## config.mk

```make
export PLATFORM = sky130hd
export DESIGN_NAME = trace_event_scheduler_flat
export DESIGN_NICKNAME = d
export VERILOG_FILES = /design/src/rtl/trace_event_scheduler_pkg.sv /design/src/rtl/trace_event_scheduler_if.sv /design/src/rtl/trace_event_scheduler_prio_pick.sv /design/src/rtl/trace_event_scheduler.sv /design/src/flat_wrapper.sv
export SDC_FILE = /design/constraint.sdc
export NUM_CORES = 1
export LEC_CHECK = 0
export CAP_MARGIN = 20
export CORE_AREA = 2 2 85 87
export CTS_BUF_LIST = sky130_fd_sc_hd__clkbuf_16
export DETAILED_ROUTE_END_ITERATION = 8
export DIE_AREA = 0 0 87 89
export PLACE_DENSITY = 0.75
export SLEW_MARGIN = 20
export SYNTH_ARGS = -nofsm -noshare
export SYNTH_HDL_FRONTEND = slang
export SYNTH_SLANG_ARGS = --single-unit
export TNS_END_PERCENT = 30
```

## constraint.sdc

```tcl
create_clock -name trace_clk -period 4.6 [get_ports trace_clk]
set_clock_uncertainty 0.1 [all_clocks]
set_input_delay 0.69 -clock trace_clk [delete_from_list [all_inputs] [get_ports trace_clk]]
set_output_delay 0.69 -clock trace_clk [all_outputs]
set_load 0.03 [all_outputs]
```

## src/rtl/trace_event_scheduler_pkg.sv

```systemverilog
// Shared trace definitions: FIFO command codes, default field widths and the
// scheduler FSM encoding.
package trace_event_scheduler_pkg;

    localparam int unsigned TES_NUM_RULES = 8;
    localparam int unsigned TES_SHORT_W   = 8;
    localparam int unsigned TES_FULL_W    = 16;
    localparam int unsigned TES_RULE_W    = 8;

    typedef logic [1:0] fe_fifo_cmd_t;

    localparam fe_fifo_cmd_t FE_FIFO_CMD_NONE  = 2'b00;
    localparam fe_fifo_cmd_t FE_FIFO_CMD_TIME  = 2'b01;
    localparam fe_fifo_cmd_t FE_FIFO_CMD_MATCH = 2'b10;

    typedef enum logic [1:0] {
        ST_IDLE       = 2'b00,
        ST_EMIT_TIME  = 2'b01,
        ST_EMIT_MATCH = 2'b10,
        ST_BLOCKED    = 2'b11
    } tes_state_e;

endpackage

```

## src/rtl/trace_event_scheduler_if.sv

```systemverilog
// Sniff FIFO write port: the scheduler drives the record, the FIFO reports full.
interface trace_event_scheduler_if #(
    parameter int unsigned pFULL_W = 16
);
    logic               fifo_wr;
    logic [1:0]         fifo_cmd;
    logic [7:0]         fifo_rule;
    logic [pFULL_W-1:0] fifo_time;
    logic               fifo_full;

    modport master (
        output fifo_wr,
        output fifo_cmd,
        output fifo_rule,
        output fifo_time,
        input  fifo_full
    );

    modport slave (
        input  fifo_wr,
        input  fifo_cmd,
        input  fifo_rule,
        input  fifo_time,
        output fifo_full
    );
endinterface

```

## src/rtl/trace_event_scheduler_prio_pick.sv

```systemverilog
// Lowest-set-bit picker: returns the index of the lowest request bit and a
// one-hot mask that clears exactly that bit.
module trace_prio_pick #(
    parameter int unsigned pNUM_RULES = 8
) (
    input  logic [pNUM_RULES-1:0] req,
    output logic [7:0]            idx,
    output logic [pNUM_RULES-1:0] clr_mask
);

    // Two's-complement trick isolates the lowest set bit; the index is the
    // OR of the positions of a one-hot vector, so no priority chain is needed.
    always_comb begin
        clr_mask = req & (~req + {{(pNUM_RULES-1){1'b0}}, 1'b1});
        idx      = 8'd0;
        for (int i = 0; i < int'(pNUM_RULES); i++) begin
            idx = idx | (clr_mask[i] ? 8'(i) : 8'd0);
        end
    end

endmodule

```

## src/rtl/trace_event_scheduler.sv

```systemverilog
// Serialises pattern-matcher hits onto the sniff FIFO write port as MATCH
// records, prefixed by a TIME record when the gap overflows the short field.
module trace_event_scheduler
    import trace_event_scheduler_pkg::*;
#(
    parameter int unsigned pNUM_RULES = TES_NUM_RULES,
    parameter int unsigned pSHORT_W   = TES_SHORT_W,
    parameter int unsigned pFULL_W    = TES_FULL_W
) (
    input  logic                    trace_clk,
    input  logic                    resetn,
    input  logic                    arm,
    input  logic [pNUM_RULES-1:0]   match_hit,
    input  logic [pNUM_RULES-1:0]   rule_enable,
    input  logic [pNUM_RULES-1:0]   trig_enable,
    trace_event_scheduler_if.master fifo,
    output logic                    trig_out,
    output logic                    overflow_blocked,
    output logic                    busy
);

    localparam logic [pFULL_W-1:0] DELTA_MAX = {pFULL_W{1'b1}};
    localparam logic [pFULL_W-1:0] LOW_MASK  = {{(pFULL_W-pSHORT_W){1'b0}}, {pSHORT_W{1'b1}}};
    localparam logic [pFULL_W-1:0] DELTA_ONE = {{(pFULL_W-1){1'b0}}, 1'b1};

    tes_state_e              state_r;
    tes_state_e              state_next_s;
    logic                    arm_q_r;
    logic [pFULL_W-1:0]      delta_r;
    logic [pFULL_W-1:0]      sdelta_r;
    logic [pNUM_RULES-1:0]   stage_r;
    logic [pNUM_RULES-1:0]   stage_next_s;
    logic                    first_r;
    logic                    first_next_s;
    logic                    overflow_r;
    logic                    busy_r;

    logic                    arm_rise_s;
    logic                    live_s;
    logic [pNUM_RULES-1:0]   hits_s;
    logic                    hit_any_s;
    logic                    emit_s;
    logic                    block_s;
    logic                    capture_s;
    logic                    write_s;
    logic [7:0]              pick_idx_s;
    logic [pNUM_RULES-1:0]   pick_clr_s;
    logic [pNUM_RULES-1:0]   stage_after_s;

    logic                    wr_s;
    fe_fifo_cmd_t            cmd_s;
    logic [7:0]              rule_s;
    logic [pFULL_W-1:0]      time_s;
    logic                    trig_s;

    // An arm rising edge is a restart cycle: nothing is captured or written on it.
    assign arm_rise_s    = arm & ~arm_q_r;
    assign live_s        = arm & ~arm_rise_s;
    assign hits_s        = match_hit & rule_enable;
    assign hit_any_s     = |hits_s;
    assign emit_s        = (state_r == ST_EMIT_TIME) || (state_r == ST_EMIT_MATCH);
    assign write_s       = live_s & emit_s & ~fifo.fifo_full;
    assign capture_s     = live_s & hit_any_s & (state_r == ST_IDLE) & ~(|stage_r) & ~fifo.fifo_full;
    assign block_s       = live_s & ((emit_s & fifo.fifo_full) |
                           (hit_any_s & (state_r != ST_BLOCKED) & ((|stage_r) | fifo.fifo_full)));
    assign stage_after_s = stage_r & ~pick_clr_s;

    trace_prio_pick #(
        .pNUM_RULES (pNUM_RULES)
    ) u_prio_pick (
        .req      (stage_r),
        .idx      (pick_idx_s),
        .clr_mask (pick_clr_s)
    );

    // FSM state register.
    always_ff @(posedge trace_clk or negedge resetn) begin
        if (!resetn) begin
            state_r <= ST_IDLE;
        end else begin
            state_r <= state_next_s;
        end
    end

    // FSM next-state logic; arm low or a blocking event overrides the walk.
    always_comb begin
        state_next_s = state_r;
        if (!live_s) begin
            state_next_s = ST_IDLE;
        end else if (block_s) begin
            state_next_s = ST_BLOCKED;
        end else begin
            case (state_r)
                ST_IDLE: begin
                    if (capture_s) begin
                        state_next_s = (|(delta_r & ~LOW_MASK)) ? ST_EMIT_TIME : ST_EMIT_MATCH;
                    end else begin
                        state_next_s = ST_IDLE;
                    end
                end
                ST_EMIT_TIME:  state_next_s = ST_EMIT_MATCH;
                ST_EMIT_MATCH: state_next_s = (|stage_after_s) ? ST_EMIT_MATCH : ST_IDLE;
                ST_BLOCKED:    state_next_s = ST_BLOCKED;
                default:       state_next_s = ST_IDLE;
            endcase
        end
    end

    // FSM output logic: the record to be written on the next edge.
    always_comb begin
        wr_s   = 1'b0;
        cmd_s  = FE_FIFO_CMD_NONE;
        rule_s = 8'd0;
        time_s = {pFULL_W{1'b0}};
        trig_s = 1'b0;
        if (write_s) begin
            wr_s = 1'b1;
            case (state_r)
                ST_EMIT_TIME: begin
                    cmd_s  = FE_FIFO_CMD_TIME;
                    time_s = sdelta_r & ~LOW_MASK;
                end
                ST_EMIT_MATCH: begin
                    cmd_s  = FE_FIFO_CMD_MATCH;
                    rule_s = pick_idx_s;
                    time_s = first_r ? (sdelta_r & LOW_MASK) : {pFULL_W{1'b0}};
                    trig_s = |(trig_enable & pick_clr_s);
                end
                default: begin
                    cmd_s = FE_FIFO_CMD_NONE;
                end
            endcase
        end else begin
            wr_s = 1'b0;
        end
    end

    // Staging update: load on capture, retire one rule per MATCH write, flush on abort/block.
    always_comb begin
        stage_next_s = stage_r;
        first_next_s = first_r;
        if (!live_s || block_s) begin
            stage_next_s = {pNUM_RULES{1'b0}};
            first_next_s = 1'b0;
        end else if (capture_s) begin
            stage_next_s = hits_s;
            first_next_s = 1'b1;
        end else if (write_s && (state_r == ST_EMIT_MATCH)) begin
            stage_next_s = stage_after_s;
            first_next_s = 1'b0;
        end else begin
            stage_next_s = stage_r;
            first_next_s = first_r;
        end
    end

    // Datapath registers: delta counter, captured delta, staging and sticky flags.
    always_ff @(posedge trace_clk or negedge resetn) begin
        if (!resetn) begin
            arm_q_r    <= 1'b0;
            delta_r    <= {pFULL_W{1'b0}};
            sdelta_r   <= {pFULL_W{1'b0}};
            stage_r    <= {pNUM_RULES{1'b0}};
            first_r    <= 1'b0;
            busy_r     <= 1'b0;
            overflow_r <= 1'b0;
        end else begin
            arm_q_r <= arm;
            stage_r <= stage_next_s;
            first_r <= first_next_s;
            busy_r  <= |stage_next_s;
            if (!live_s) begin
                delta_r  <= {pFULL_W{1'b0}};
                sdelta_r <= {pFULL_W{1'b0}};
            end else if (capture_s) begin
                delta_r  <= DELTA_ONE;
                sdelta_r <= delta_r;
            end else if (delta_r != DELTA_MAX) begin
                delta_r  <= delta_r + DELTA_ONE;
            end
            if (arm_rise_s) begin
                overflow_r <= 1'b0;
            end else if (block_s) begin
                overflow_r <= 1'b1;
            end
        end
    end

    // Output registers: write strobe and trigger leave on the same edge.
    always_ff @(posedge trace_clk or negedge resetn) begin
        if (!resetn) begin
            fifo.fifo_wr   <= 1'b0;
            fifo.fifo_cmd  <= FE_FIFO_CMD_NONE;
            fifo.fifo_rule <= 8'd0;
            fifo.fifo_time <= {pFULL_W{1'b0}};
            trig_out       <= 1'b0;
        end else begin
            fifo.fifo_wr   <= wr_s;
            fifo.fifo_cmd  <= cmd_s;
            fifo.fifo_rule <= rule_s;
            fifo.fifo_time <= time_s;
            trig_out       <= trig_s;
        end
    end

    assign overflow_blocked = overflow_r;
    assign busy             = busy_r;

endmodule

```

## src/flat_wrapper.sv

```systemverilog
// flat-port wrapper written by rule: the top's interface ports become plain ports
module trace_event_scheduler_flat import trace_event_scheduler_pkg::*;
#(
    parameter int unsigned pNUM_RULES = TES_NUM_RULES,
    parameter int unsigned pSHORT_W   = TES_SHORT_W,
    parameter int unsigned pFULL_W    = TES_FULL_W
)
  (trace_clk, resetn, arm, match_hit, rule_enable, trig_enable, trig_out, overflow_blocked, busy, fifo_fifo_wr, fifo_fifo_cmd, fifo_fifo_rule, fifo_fifo_time, fifo_fifo_full);
  trace_event_scheduler_if #(.pFULL_W(pFULL_W)) fifo_i ();
  input  logic trace_clk;
  input  logic resetn;
  input  logic arm;
  input  logic [pNUM_RULES-1:0] match_hit;
  input  logic [pNUM_RULES-1:0] rule_enable;
  input  logic [pNUM_RULES-1:0] trig_enable;
  output logic trig_out;
  output logic overflow_blocked;
  output logic busy;
  output wire logic [$bits(fifo_i.fifo_wr)-1:0] fifo_fifo_wr;
  output wire logic [$bits(fifo_i.fifo_cmd)-1:0] fifo_fifo_cmd;
  output wire logic [$bits(fifo_i.fifo_rule)-1:0] fifo_fifo_rule;
  output wire logic [$bits(fifo_i.fifo_time)-1:0] fifo_fifo_time;
  input wire logic [$bits(fifo_i.fifo_full)-1:0] fifo_fifo_full;
  assign fifo_fifo_wr = fifo_i.fifo_wr;
  assign fifo_fifo_cmd = fifo_i.fifo_cmd;
  assign fifo_fifo_rule = fifo_i.fifo_rule;
  assign fifo_fifo_time = fifo_i.fifo_time;
  assign fifo_i.fifo_full = fifo_fifo_full;
  trace_event_scheduler #(.pNUM_RULES(pNUM_RULES), .pSHORT_W(pSHORT_W), .pFULL_W(pFULL_W)) u_core (.trace_clk(trace_clk), .resetn(resetn), .arm(arm), .match_hit(match_hit), .rule_enable(rule_enable), .trig_enable(trig_enable), .fifo(fifo_i), .trig_out(trig_out), .overflow_blocked(overflow_blocked), .busy(busy));
endmodule
```

Yosys cells after proc, flatten, opt, wreduce, memory -nomap -nowiden
Cells that the tools add are included.
W data, S select, Z words.
{ "totals": {"regBits": 74, "word_cells": 101, "output_inout_bits": 30} }
{ "op_classes": {"n_mux": 36, "eq_ne": 7, "add_sub_neg": 2, "reduce_logical": 13, "bitwise": 30} }
{ "ops": {"columns": ["op", "n"], "rows": [
  ["$mux W16", 6],
  ["$mux W8", 6],
  ["$reduce_or A8 Y1", 6],
  ["$and A8 B8 Y8", 4],
  ["$pmux W16 S2", 1],
  ["$add A16 B1 Y16 const B", 1],
  ["$mux W2", 8],
  ["$ne A16 B16 Y1 const B", 1],
  ["$not A8 Y8", 2],
  ["$or A8 B8 Y8", 2],
  ["$and A1 B1 Y1", 12],
  ["$mux W3", 4],
  ["$mux W1", 9],
  ["$add A8 B1 Y8 const B", 1],
  ["$pmux W2 S4", 1],
  ["$eq A2 B2 Y1 const B", 2],
  ["$ne A2 B2 Y1 const B", 2],
  ["$not A1 Y1", 4],
  ["$pmux W2 S2", 1],
  ["$ne A3 B3 Y1 const B", 1],
  ["$or A2 B3 Y3", 1],
  ["$or A3 B3 Y3", 1],
  ["$reduce_bool A3 Y1", 1],
  ["$eq A2 B1 Y1 const B", 1],
  ["8 further kinds", 10]
]} }

Longest topological paths before layout
Gate-level depths: netlist (run 1).
{ "depth": {"depth_word": 12, "depth_mapped": 10} }

By module
A second synthesis (run 1) with hierarchy kept.
{ "unflattened": {"cells_unflattened": 348, "area_unflattened_um2": 3492.1} }
{ "by_module_without_submodules": {"columns": ["module", "cells_each", "instances", "seq_area_each_um2", "area_each_um2"], "rows": [
  ["trace_event_scheduler", 322, 1, 1851.8, 3308.2],
  ["trace_prio_pick", 26, 1, 0.0, 183.9]
]} }

Least setup slack after synthesis (run 1)
No wires, ideal clock.
{ "synth_path": {"path_type": "input to register", "startpoint": "input port arm", "endpoint": "register u_core.delta_r[12]", "path_buffers": 2, "cell_stages": 8, "setup_time_ps": 120, "setup_slack_ps": 2474, "arrival_time_ps": 1906, "required_ps": 4380, "cell_sequence": "nand2_1 nor4b_2 nand2_4 or2_1 buf_6 nand2_4 buf_6 nor2_1"} }
{ "synth_between": {"elab_chain_len": 9, "word_cells_on_any_way": 10, "cone_classes": "eq/ne (1); mux (2); bitwise (7)"} }
{ "synth_rtl": {"columns": ["element", "line_no", "text"], "rows": [
  ["from (decl)", "flat_wrapper.sv:12", "input logic arm;"],
  ["$and A1 B1 Y1", "trace_event_scheduler.sv:57", "assign arm_rise_s = arm & ~arm_q_r;"],
  ["$not A1 Y1", "trace_event_scheduler.sv:58", "assign live_s = arm & ~arm_rise_s;"],
  ["$and A1 B1 Y1 (*)", "trace_event_scheduler.sv:58", null],
  ["$and A1 B1 Y1 (4 in series)", "trace_event_scheduler.sv:63", "assign capture_s = live_s & hit_any_s & (state_r == ST_IDLE) & ~(|stage_r) & ~fifo.fifo_full;"],
  ["$mux W16", "trace_event_scheduler.sv:175", "end else if (capture_s) begin"],
  ["$mux W16", "trace_event_scheduler.sv:172", "if (!live_s) begin"],
  ["to (signal assigned)", "trace_event_scheduler.sv:161", "delta_r <= {pFULL_W{1'b0}};"],
  ["to (signal assigned)", "trace_event_scheduler.sv:173", "delta_r <= {pFULL_W{1'b0}};"],
  ["to (signal assigned)", "trace_event_scheduler.sv:179", "delta_r <= delta_r + DELTA_ONE;"],
  ["to (decl)", "trace_event_scheduler.sv:29", "logic [pFULL_W-1:0] delta_r;"]
]} }
Mark *: on every way between the ends. The rest lies on a longest branch, timed or not.
A chain may end at the register's enable or synchronous reset.

Worst setup path in the final report (run 1)
{ "layout_path": {"startpoint": "input port fifo_fifo_full", "endpoint": "register u_core.busy_r (netlist: u_core.busy)"} }
{ "layout_between": {"elab_chain_len": 7, "word_cells_on_any_way": 14, "cone_classes": "mux (3); bitwise (8); reduce/logical (3)"} }
{ "layout_rtl": {"columns": ["element", "line_no", "text"], "rows": [
  ["from (decl)", "flat_wrapper.sv:23", "input wire logic [$bits(fifo_i.fifo_full)-1:0] fifo_fifo_full;"],
  ["$or A1 B1 Y1 / $not A1 Y1 (equally long branches)", "trace_event_scheduler.sv:65, trace_event_scheduler.sv:62, trace_event_scheduler.sv:63", null],
  ["$and A1 B1 Y1, on equally long branches", "trace_event_scheduler.sv:65, trace_event_scheduler.sv:62", null],
  ["$or A1 B1 Y1 / $logic_and A1 B1 Y1 (equally long branches)", "trace_event_scheduler.sv:64, trace_event_scheduler.sv:148", null],
  ["$and A1 B1 Y1 / $mux W8 (equally long branches)", "trace_event_scheduler.sv:64, trace_event_scheduler.sv:148", null],
  ["$logic_or A1 B1 Y1 / $mux W8 (equally long branches)", "trace_event_scheduler.sv:142, trace_event_scheduler.sv:145", null],
  ["$mux W8 (*)", "trace_event_scheduler.sv:142", "if (!live_s || block_s) begin"],
  ["$reduce_or A8 Y1 (*)", "trace_event_scheduler.sv:171", "busy_r <= |stage_next_s;"],
  ["to (signal assigned)", "trace_event_scheduler.sv:171", null],
  ["to (decl)", "trace_event_scheduler.sv:36", "logic busy_r;"]
]} }
Marks and branches as above.

==> results.json, run 1 <==
{
  "outcome": "finished, final reports clean",
  "layout-drive-gt1-share_pct": 6.460,
  "power.internal_mw": 1.176,
  "first_pass_iters": 4,
  "insertion_delay_ns": 0.32,
  "synth_area_leaders": "dfrtp_1, nand2_1, nand3_1",
  "grt_pass1_wl_um": 12130,
  "die_w_um": 87,
  "tightest_slew_ns": 0.8725,
  "grt_remaining_overflow": 0,
  "path_class": "in -> reg",
  "final_cell_mix": "dfrtp_1, nand2_1, clkdlybuf4s50_1, nor2_1, nand3_1",
  "netSwitchingFraction_pct": 20.66,
  "critPathCaptureType": "flop",
  "synth_warnings": 0,
  "drt-initial-drc-count": 213,
  "place_congestion": 0.8709,
  "power_density_nw_per_um2": 357.9,
  "area.sequential_um2": 1727,
  "p_leak_nw": 1.915,
  "cts_tree": "built",
  "layout_commonest_cell": "dfrtp_1",
  "fin_setup_tns_ns": 0,
  "wl_per_cell_um": 16.11,
  "cts_root_buf": "clkbuf_16",
  "cts.reportedPaths.clkPinSlew_ns": 0.05,
  "synth.distinct_cells": 57,
  "h-tree-depth": 3,
  "hold_buffers": 0,
  "via_per_inst": 5.666,
  "ys_seq_area_share_pct": 52.04,
  "fill_cells": 538,
  "cts_sinks": 69,
  "setup_slack_ns": 1.627,
  "finalHoldViolCount": 0,
  "p_clk_share_pct": 52.1,
  "finalCriticalPeriod_ns": 2.973,
  "fmax_mhz": 336.4,
  "antenna_cells": 0,
  "pin_count": 58,
  "finalCritPeriodShare_pct": 64.62,
  "numPortBuffers": 52,
  "worstPathArrival_ns": 3.05,
  "vdd.ir_drop.worst_uv": 223.6,
  "ant_nets": 0,
  "crit_fanout": 13,
  "pre_cts_ws_ns": 1.333,
  "synth_edf_count": 0,
  "area_growth_pct": 24.85,
  "post-cts-setup-buffer-count": 0,
  "dp_hpwl_um": 5128,
  "drv_slew": 0,
  "die_area_um2": 7743,
  "dp_cells": 452,
  "clk_path_buf_depth": 2,
  "grt_pass1_vias": 2551,
  "power_mw": 1.483,
  "fin_cells": 467,
  "start_util_pct": 49.39,
  "die_y_um": 89,
  "drv_cap": 0,
  "synth-seq-cells": 69,
  "std_cell_rows": 30,
  "synth_area_leader_cell": "dfrtp_1",
  "core_um2": 6719,
  "hold_class": "in -> async",
  "grt_max_degree": 54,
  "rsz0062_at_grt": "false",
  "p_seq_share_pct": 41.7,
  "cts_buffers": 9,
  "synthCells": 341,
  "drc": 0,
  "finalWirelength_um": 7522,
  "netlist_area_um2": 3318,
  "track_usage_pct": 20.50,
  "multi_input_area_um2": 1436,
  "antenna_found_initial": 0,
  "synth.top_cell.area_share_pct": 52.04,
  "setup-violations-final": 0,
  "vias": 2646,
  "cts_resized": 0,
  "p_switching_mw": 0.3064,
  "crit_required_ns": 4.68,
  "p_comb_share_pct": 6.3,
  "async_flop_share_pct": 100.0,
  "syn_area_per_cell_um2": 9.731,
  "nets": 417,
  "relSlewSlack_pct": 41.77,
  "cp-start-kind": "input port",
  "synthFlopType": "dfrtp_1"
}
[Yosys cell counts, drive strengths merged (7+ instances only)]
master / n
dfrtp: 69
nand2: 56
and3: 18
a21oi: 14
nand3: 28
nor2: 31
buf: 16
xor2: 11
clkbuf: 10
o21ai: 7
[power by group through the flow]
stage	registers (mW)	clock network (mW)	logic, mW
after floorplan	0.630	0	0.0461
after global placement	0.628	0	0.0916
after detailed placement	0.628	0	0.0925
after CTS	0.617	0.785	0.0935
after global routing	0.618	0.811	0.103
final	0.618	0.772	0.0932
[worst paths after layout]
check | from | endpoint | slack (ns) | depth (start not counted)
min in group trace_clk | u_core.sdelta_r[5] | u_core.sdelta_r[5] | 0.40 | 2
min reg2reg | u_core.sdelta_r[5] | u_core.sdelta_r[5] | 0.40 | 2
max reg2reg | u_core.state_r[0] | u_core.busy | 1.80 | 9
max in group asynchronous | resetn | u_core.fifo.fifo_time[0] | 3.22 | 2
min | resetn | u_core.overflow_blocked | 0.19 | 1
max | fifo_fifo_full | u_core.busy | 1.63 | 8
[worst max-delay path: stages]
cell and delay (ns):
clkdlybuf4s50_1 0.47, and4b_1 0.55, nand2_1 0.38, clkinv_1 0.25
nand2_1 0.12, maj3_1 0.37, nor2_1 0.11, a31oi_1 0.10
[through the flow]
stage	hold slack (ns)	utilization [%]	instance area, um^2
after floorplan	0.2944	-	3333
final	0.1913	61.66	4143
after detailed placement	0.3881	56.63	3805
after global placement	0.3757	56.63	3805
after global routing	0.2238	61.66	4143
after CTS	0.1989	61.66	4143
[cell type report]
cell class,count,share of cell area (%)
inverter,5,0.4530
clock buffer,9,5.436
sequential,69,41.68
clock inverter,6,2.718
timing repair buffer,53,12.62
tap,80,2.416
multi-input combinational,245,34.67
[kinds of logic after synthesis]
family,after synthesis,share of synthesized area (%)
compound gates,49,10.33
xor+xnor,13,3.431
fa+ha+maj,8,2.866
buf+inv,31,5.128
flops,69,52.04
other cells,1,0.1130
simple gates,170,26.09
[registers in the layout, summed over array words and instances, names as in the netlist, 2 cells and up]
| signal | flops |
|---|---|
| u_core.delta_r | 16 |
| u_core.fifo.fifo_cmd | 2 |
| u_core.fifo.fifo_rule | 3 |
| u_core.fifo.fifo_time | 16 |
| u_core.sdelta_r | 16 |
| u_core.stage_r | 8 |
| u_core.state_r | 2 |
[layer usage]
layer	vias to the layer above	track usage [%]	wire length [um]
met5	-	0	0
met1	1300	28.05	3507
met3	7	4.247	360
li1	1259	-	-
met4	0	9.659	101
met2	80	31.44	3553
Note: power is estimated with default switching activity, not from simulation.
==> run 2, diff against run 1 <==
==> constraint.sdc (replaced) <==
create_clock -name trace_clk -period 2.8 [get_ports trace_clk]
set_clock_uncertainty 0.1 [all_clocks]
set_input_delay 0.42 -clock trace_clk [delete_from_list [all_inputs] [get_ports trace_clk]]
set_output_delay 0.42 -clock trace_clk [all_outputs]
set_load 0.03 [all_outputs]
==> results.json, run 2 (same netlist as run 1, synthesis figures left out) <==
{
  "final_cell_mix": "dfrtp_1, nand2_1, clkdlybuf4s50_1, nor2_1, nand3_1",
  "rsz0062_at_grt": "false",
  "setup-violations-final": 0,
  "antenna_found_initial": 0,
  "design_area_um2": 4185,
  "crit_top_cell": "nand2_1",
  "layout_commonest_cell": "dfrtp_1",
  "numPortBuffers": 52,
  "cts_sinks": 69,
  "ant_nets": 0,
  "place_area_um2": 3920,
  "first_pass_iters": 4,
  "antenna_cells": 0,
  "finalWirelength_um": 7309,
  "cts_root_buf": "clkbuf_16",
  "drv_slew": 0,
  "dp_hpwl_um": 5153,
  "routed-wl-met2_um": 3408,
  "crit_path_cell_trace": "clkdlybuf4s50_1 > nand2_1 > nor4b_2 > nand2_4 > or2_1 > buf_12 > nand3_1 > nand2_1",
  "core_um2": 6719,
  "cpPeakStageDelay_ns": 0.55,
  "place_congestion": 0.9178,
  "track_usage_pct": 20.27,
  "grt_max_degree": 42,
  "hold_class": "in -> async",
  "layout-drive-gt1-share_pct": 9.023,
  "cts_resized": 0,
  "finalCritPeriodShare_pct": 80.21,
  "finalHoldViolCount": 0,
  "cp-start-kind": "input port",
  "fin_setup_tns_ns": 0,
  "grt_pass1_wl_um": 12130,
  "critPathCaptureType": "flop",
  "grt_pass1_vias": 2496,
  "worstPathArrival_ns": 2.36,
  "cts.reportedPaths.clkPinSlew_ns": 0.05,
  "routed.top_layer": "met4",
  "die_area_um2": 7743,
  "via_per_inst": 5.549,
  "pin_count": 58,
  "power_density_nw_per_um2": 519.8,
  "dp_cells": 464,
  "fin_cells": 479,
  "power_mw": 2.176,
  "relSlewSlack_pct": 53.34,
  "wl_met1_um": 3425,
  "post-cts-setup-buffer-count": 0,
  "area_growth_pct": 26.13,
  "insertion_delay_ns": 0.33,
  "start_util_pct": 49.39,
  "std_cell_rows": 30,
  "crit_required_ns": 2.91,
  "drv_cap": 0,
  "drc": 0,
  "cts_tree": "built",
  "drt-initial-drc-count": 203,
  "die_y_um": 89,
  "wl_met3_um": 370,
  "tightest_slew_ns": 0.7000,
  "p_leak_nw": 1.942,
  "wl_per_cell_um": 15.26,
  "cts_buffers": 9,
  "slowest_stage": "clkdlybuf4s50_1",
  "finalCriticalPeriod_ns": 2.246,
  "final_core_util_pct": 62.29,
  "h-tree-depth": 3,
  "outcome": "finished, final reports clean",
  "nets": 429,
  "path_class": "in -> reg",
  "top_regs": "u_core.delta_r x16, u_core.fifo.fifo_time x16, u_core.sdelta_r x16",
  "fmax_mhz": 445.3,
  "grt_remaining_overflow": 0,
  "vias": 2658,
  "die_w_um": 87,
  "clk_path_buf_depth": 2,
  "crit_fanout": 13,
  "vdd.ir_drop.worst_uv": 362.5,
  "hold_buffers": 0
}
==> run 2: worst max-delay path, delay by kind of cell <==
family | cells | cell delay [ns]
buffers and inverters | 2 | 0.76
AND/OR/NAND/NOR | 6 | 1.18
==> run 2: metal layers <==
metal	global-route usage, %	vias to the layer above
met5	0	-
met4	9.233	0
met3	3.324	8
met2	30.40	92
met1	29.01	1265
li1	-	1293
==> run 2: layout make-up <==
cell class                      instances  area (um^2)
Multi-Input combinational cell        245         1436
Clock inverter                          6        40.04
Tap cell                               80        100.1
Clock buffer                            9        225.2
Fill cell                             552         2534
Timing Repair Buffer                   65        638.1
Sequential cell                        69         1727
Inverter                                5        18.77
==> run 2: final timing paths <==
check                                 endpoint           startpoint  slack, ns  cells past startpoint
max in group asynchronous    u_core.delta_r[7]               resetn       1.91                      2
min reg2reg                u_core.sdelta_r[10]  u_core.sdelta_r[10]       0.40                      2
max                         u_core.sdelta_r[1]                  arm       0.55                      8
min in group trace_clk     u_core.sdelta_r[10]  u_core.sdelta_r[10]       0.40                      2
min                          u_core.stage_r[0]               resetn       0.04                      1
max reg2reg                        u_core.busy    u_core.state_r[1]       0.59                     10
==> run 2: through the flow <==
step	hold slack [ns]	setup slack (ns)
final	0.03820	0.5541
after detailed placement	0.3778	0.2378
after CTS	0.06193	0.5619
after global placement	0.3722	0.3506
after floorplan	0.02441	0.8200
after global routing	0.09652	0.4010
==> run 2: power by group <==
part / internal, mW / switching, mW
logic: 0.0697 / 0.0931
clock network: 0.591 / 0.408
registers: 1.01 / 0.00790
